--- config.mk ---
export PLATFORM = sky130hd
export DESIGN_NAME = mem_port_arbiter
export DESIGN_NICKNAME = d
export VERILOG_FILES = /design/src/rtl/mem_port_arbiter.sv
export SDC_FILE = /design/constraint.sdc
export NUM_CORES = 1
export LEC_CHECK = 0
export ABC_AREA = 1
export CAP_MARGIN = 20
export CORE_MARGIN = 8
export CORE_UTILIZATION = 35
export CTS_CLUSTER_SIZE = 8
export DETAILED_ROUTE_END_ITERATION = 8
export PLACE_DENSITY = 0.88
export SETUP_SLACK_MARGIN = 0.05
export SYNTH_ARGS = -nofsm -noshare
export SYNTH_HDL_FRONTEND = slang
export SYNTH_SLANG_ARGS = --single-unit
export TNS_END_PERCENT = 10
--- constraint.sdc ---
create_clock -name clk -period 2 [get_ports clk]
set_input_delay 0.5 -clock clk [delete_from_list [all_inputs] [get_ports clk]]
set_output_delay 0.5 -clock clk [all_outputs]
set_load 0.01 [all_outputs]
--- src/rtl/mem_port_arbiter.sv ---
// Shares one single-ported synchronous RAM between a fetch port and a data port.
// Data wins arbitration; a wait counter forces a fetch grant after MAXWAIT data grants.
module mem_port_arbiter #(
    parameter int AW      = 32,
    parameter int DW      = 32,
    parameter int MAXWAIT = 3
) (
    input  logic          clk,
    input  logic          reset,
    input  logic          halt,

    input  logic          i_req,
    input  logic [AW-1:0] i_addr,
    output logic          i_ack,
    output logic          i_valid,
    output logic [DW-1:0] i_data,

    input  logic          d_req,
    input  logic          d_rw,
    input  logic [AW-1:0] d_addr,
    input  logic [DW-1:0] d_wdata,
    output logic          d_ack,
    output logic          d_valid,
    output logic [DW-1:0] d_rdata,

    output logic          m_en,
    output logic          m_we,
    output logic [AW-1:0] m_addr,
    output logic [DW-1:0] m_wdata,
    input  logic [DW-1:0] m_rdata
);

    localparam int             WCW      = (MAXWAIT > 0) ? $clog2(MAXWAIT + 1) : 1;
    localparam logic [WCW-1:0] WAIT_MAX = WCW'(MAXWAIT);
    localparam int             STAGES   = 2;
    localparam logic           PORT_I   = 1'b0;
    localparam logic           PORT_D   = 1'b1;

    logic [WCW-1:0]    wait_cnt_reg;
    logic [WCW-1:0]    wait_cnt_next;
    logic              d_accept;
    logic              i_accept;
    logic              rd_accept;

    logic              m_en_reg;
    logic              m_we_reg;
    logic [AW-1:0]     m_addr_reg;
    logic [DW-1:0]     m_wdata_reg;

    logic [STAGES-1:0] tag_valid_reg;
    logic [STAGES-1:0] tag_port_reg;

    // Fetch is forced through only when it has already waited MAXWAIT data grants.
    always_comb begin
        i_ack = 1'b0;
        d_ack = 1'b0;
        if (!reset && !halt) begin
            if (d_req && !(i_req && (wait_cnt_reg == WAIT_MAX))) begin
                d_ack = 1'b1;
            end else if (i_req) begin
                i_ack = 1'b1;
            end
        end
    end

    assign d_accept  = d_req && d_ack;
    assign i_accept  = i_req && i_ack;
    assign rd_accept = i_accept || (d_accept && !d_rw);

    always_comb begin
        wait_cnt_next = wait_cnt_reg;
        if (d_accept && i_req) begin
            if (wait_cnt_reg != WAIT_MAX) begin
                wait_cnt_next = wait_cnt_reg + 1'b1;
            end
        end else if (i_accept || !i_req) begin
            wait_cnt_next = '0;
        end
    end

    always_ff @(posedge clk) begin
        if (reset) begin
            wait_cnt_reg <= '0;
        end else begin
            wait_cnt_reg <= wait_cnt_next;
        end
    end

    // Address and write data hold their last value when idle; only the strobes drop.
    always_ff @(posedge clk) begin
        if (reset) begin
            m_en_reg    <= 1'b0;
            m_we_reg    <= 1'b0;
            m_addr_reg  <= '0;
            m_wdata_reg <= '0;
        end else if (d_accept) begin
            m_en_reg    <= 1'b1;
            m_we_reg    <= d_rw;
            m_addr_reg  <= d_addr;
            m_wdata_reg <= d_wdata;
        end else if (i_accept) begin
            m_en_reg    <= 1'b1;
            m_we_reg    <= 1'b0;
            m_addr_reg  <= i_addr;
            m_wdata_reg <= '0;
        end else begin
            m_en_reg    <= 1'b0;
            m_we_reg    <= 1'b0;
        end
    end

    // Stage 0 lines up with the RAM strobe, the last stage with the RAM's registered output.
    always_ff @(posedge clk) begin
        if (reset) begin
            tag_valid_reg <= '0;
            tag_port_reg  <= '0;
        end else begin
            tag_valid_reg <= {tag_valid_reg[STAGES-2:0], rd_accept};
            tag_port_reg  <= {tag_port_reg[STAGES-2:0], d_accept ? PORT_D : PORT_I};
        end
    end

    assign m_en    = m_en_reg;
    assign m_we    = m_we_reg;
    assign m_addr  = m_addr_reg;
    assign m_wdata = m_wdata_reg;

    assign i_valid = tag_valid_reg[STAGES-1] && (tag_port_reg[STAGES-1] == PORT_I);
    assign d_valid = tag_valid_reg[STAGES-1] && (tag_port_reg[STAGES-1] == PORT_D);
    assign i_data  = m_rdata;
    assign d_rdata = m_rdata;

endmodule

; ---- Word level (Yosys, flattened, before mapping)
; Cells that the tools add are included.
[classes]
muxes = 15
bitwise = 2
n_eq_ne = 3
n_addsub = 1
n_reduce_logical = 20
[op_table]
columns = operator, n
row1 = 32-bit two-way mux, 4
row2 = 1-bit logical AND, 9
row3 = 1-bit two-way mux, 8
row4 = 2-bit two-way mux, 3
row5 = 1-bit logical NOT, 5
row6 = 2-bit nonzero test, 2
row7 = "2-bit by 1-bit adder with 2-bit output, second input constant", 1
row8 = "2-bit == test, second input constant", 1
row9 = 1-bit logical OR, 2
row10 = "2-bit by 1-bit != test with 1-bit output, second input constant", 1
row11 = "2-bit != test, second input constant", 1
row12 = 1-bit inverter, 2
row13 = 2-bit AND reduction, 1
row14 = 2-bit OR reduction, 1
[totals]
inputBits = 134
reg_bits = 72
wordCells = 48
output_inout_bits = 134

; ---- Logic depth before layout (Yosys ltp)
[depth]
word_depth = 10
depth_mapped = 8
ltp_nobuf = 6

; ---- Least setup slack after synthesis
; Ideal clock, no wire load.
[synth_timing]
path_kind = input-to-output
startpoint = input reset
endpoint = output i_ack
path_slack_ps = 196
cell_stages = 6
required_ps = 1500
path_buffers = 3
arrival_ps = 1304
cell_sequence = buf_4 > nor2_8 > buf_4 > buf_2 > nand3_1 > inv_1
[synth_via]
elab_chain_cells = 3
[synth_lines]
columns = item, line
row1 = "start, declared", 9  ; input logic reset,
row2 = 1-bit logical NOT, 57  ; if (!reset && !halt) begin
row3 = 1-bit logical AND, 57
row4 = 1-bit two-way mux, 57
row5 = "end, declared", 14  ; output logic i_ack,
; Every way passes these cells.

; ---- Final worst setup path
[layout_timing]
startpoint = register wait_cnt_reg[0]
endpoint = output i_ack
[layout_via]
elab_chain_cells = 6
[layout_lines]
columns = item, line
row1 = "start, declared", 39  ; logic [WCW-1:0] wait_cnt_reg;
row2 = "start signal, assigned", 85  ; wait_cnt_reg <= wait_cnt_next;
row3 = 2-bit == test, 58  ; if (d_req && !(i_req && (wait_cnt_reg == WAIT_MAX))) begin
row4 = 1-bit logical AND, 58
row5 = 1-bit logical NOT, 58
row6 = 1-bit logical AND, 58
row7 = 1-bit two-way mux, 58
row8 = 1-bit two-way mux, 57
; Every way passes these cells.

==> impl_results.md <==
- Status: completed
- Critical path's slowest cell: dfxtp_2
- I/O Buffers: 171
- Worst hold path depth: 2
- Final ANT Viol Nets: 0
- # IOs: 268
- Routability cong.: 0.750
- Overall power: 3.47 mW
- Layout area overhead: 39.9%
- Mean post-synth cell area: 7.21 um2
- Clock sink count: 72
- Clk pwr share: 0.371
- Min Clock Period, post-route: 1.84 ns
- Hold Path Class: flip-flop to flip-flop
- Total die area: 14,600 um2
- Htree depth: 3
- Crit Path Category: flip-flop to output port
- Floorplan row count: 38
- Comb pwr share: 0.187
- Max IR drop VDD: 287 uV
- Max Clock Skew: 0.00688 ns
- Iter 0 DRT Violations: 224
- R2r setup slk: 0.33 ns
- Post-Syn Nets: 667
- Final period utilization: 0.922
- Worst reg-to-reg path cell count: 8
- Total grt overflow: 0
- Fill cell count: 1,037
- Max FO, Critical Path: 2
- Initial antenna violation count: 0
- Final Setup Violations: 0
- Synth warn: 0
- CP most frequent cell: nand2_2
- Initial core utilization: 0.356
- RSZ-0062 raised after global routing: no
- Sequential cell area: 1440 um2
- Fin. Hold Viols: 0
- Tightest Pin Transition: 0.740 ns
- CP required: 1.50 ns
- Skew-Pair Late Insertion Delay: 0.34 ns
- Switch share: 0.260
- Hold Worst Slack: 0.402 ns
- Vias in the first global route: 3,655
- Seq/Total Area, Yosys: 0.376
- Power density over the cells: 647 nW/um2
- Share of cells above drive strength 1: 0.0720
- Die Y: 121 um
- Switching pwr: 902 uW
- Worst hold path startpoint: tag_valid_reg[0]$_SDFF_PP0_
- Clk buf depth: 2
- CTS root buf: clkbuf_8
- CTS tree: built
- Slew HR: 0.507
- Reg-to-Reg End: m_addr[4]$_SDFFE_PP0P_
- DIE WIDTH: 121 um
- Largest net degree at the start of global routing: 76
- Worst path max stage delay: 0.36 ns
- Via count: 3,755
- Via-to-Cell Ratio: 4.91
- First-pass GRT wire length: 18,400 um
- Crit path capture type: output port
- Post-Synthesis Cells: 532
- Clk slew on worst S/H paths: 0.08 ns
- CTS Buf Count: 9
- Static leakage: 2.16 nW
- Avg WL per Cell: 15.3 um
- Core area: 10,800 um2
- Peak Freq: 542 MHz
- Pint: 2.57 mW
- Post-layout nets: 755
- All-Layer GR Usage: 0.156
- TNS Setup: 0 ns
- # DRC: 0
- Worst EP arrival: 1.34 ns
- Post-DP HPWL: 8220 um
- Max Cap Violations: 0
- Max Slew Vio Count: 0
- Sequential power share: 0.441
- Flops & latches, synth: 72
- Synth cell types: 18
- R2R Path Start: wait_cnt_reg[0]$_SDFFE_PP0P_
- CP Cell Sequence: ha_4, nand2_2, nand2_2, nand3_1, inv_1, clkdlybuf4s15_2
- Multi-input combinational cell area: 1530 um2
- Post-synthesis cell area: 3840 um2
- Antenna Cells: 0
- Worst hold endpoint: tag_valid_reg[1]$_SDFF_PP0_
- Drt first pass iters: 5
- Crit start category: flip-flop
- Routed WL: 11,700 um
==> layer usage <==
layer  vias up  track usage  wire (um)
li1       1868            -          -
met1      1693        0.177       4780
met2       177        0.255       5490
met3        17       0.0723       1260
met4         0       0.0507        160
met5         -            0          0
==> synthesized netlist by cell type <==
cell / instances / area [um2]
buf_1: 3 / 11.3
inv_1: 39 / 146
nand4_1: 32 / 200
clkbuf_1: 15 / 56.3
dfxtp_1: 72 / 1440
a21oi_1: 66 / 330
buf_2: 17 / 85.1
buf_4: 70 / 526
nand3_4: 1 / 17.5
ha_1: 1 / 12.5
nor2_8: 2 / 40.0
inv_2: 1 / 3.75
nand2_2: 1 / 6.26
nor2_1: 5 / 18.8
nand2_1: 100 / 375
buf_6: 5 / 56.3
nand3_1: 101 / 505
o21ai_1: 1 / 5.00
==> worst max-delay path, delay by kind of cell (launching register included) <==
family / cells / cell delay (ns)
fa+ha+maj: 1 / 0.14
buf+inv: 2 / 0.29
simple gates: 3 / 0.23
flops: 1 / 0.36
==> power groups by stage <==
stage / Clock [mW] / Combinational [mW] / Sequential [mW]
floorplan: 0 / 0.372 / 1.60
global placement: 0 / 0.650 / 1.56
detailed placement: 0 / 0.658 / 1.57
CTS: 1.34 / 0.658 / 1.53
global route: 1.41 / 0.709 / 1.54
finish: 1.29 / 0.650 / 1.53
==> worst max path at each step <==
| stage | from | to | slack, ns |
|---|---|---|---|
| global route | wait_cnt_reg[0]$_SDFFE_PP0P_ | i_ack | 0.05 |
| CTS | wait_cnt_reg[0]$_SDFFE_PP0P_ | i_ack | 0.06 |
| global placement | d_req | d_ack | -0.44 |
| detailed placement | i_req | d_ack | -0.44 |
| floorplan | reset | i_ack | 0.20 |
| finish | wait_cnt_reg[0]$_SDFFE_PP0P_ | i_ack | 0.16 |
==> metrics by stage <==
stage / cell area, um2 / setup WS [ns] / util / cells
2_1_floorplan: 3840 / 0.196 / - / 532
3_3_place_gp: 5120 / -0.439 / 0.475 / 748
3_5_place_dp: 5120 / -0.436 / 0.475 / 748
4_1_cts: 5350 / 0.0587 / 0.496 / 764
5_1_grt: 5370 / 0.0515 / 0.497 / 765
6_report: 5370 / 0.156 / 0.497 / 765
==> cells by family after synthesis <==
group	share of synthesized area
adder cells (fa/ha/maj)	0.00326
flip-flops	0.376
AND/OR/NAND/NOR	0.303
buffers and inverters	0.231
AO/OA/AOI/OAI	0.0874
==> layout by cell type, fill, tap and decap left out, drive strengths merged <==
cell type and instances:
a21oi 66, buf 18, bufinv 2, clkbuf 9
clkdlybuf4s15 1, clkdlybuf4s50 165, clkinv 3, clkinvlp 1
dfxtp 72, dlygate4sd2 3, ha 1, inv 41
nand2 101, nand3 102, nand4 32, nor2 7
o21ai 1
==> final cells by class <==
| cell class | instances | share of cell area |
|---|---|---|
| Timing Repair Buffer | 187 | 0.345 |
| Multi-Input combinational cell | 310 | 0.285 |
| Sequential cell | 72 | 0.269 |
| Tap cell | 140 | 0.0326 |
| Inverter | 40 | 0.0280 |
| Clock buffer | 9 | 0.0231 |
| Clock inverter | 7 | 0.0177 |
==> repair_timing <==
item	CTS	global route
resized for setup	14	2
buffers inserted	0	1
hold endpoints to repair	0	0
setup endpoints to repair	57	2
hold buffers	0	0
No activity file was read; power rests on OpenSTA's default activity.
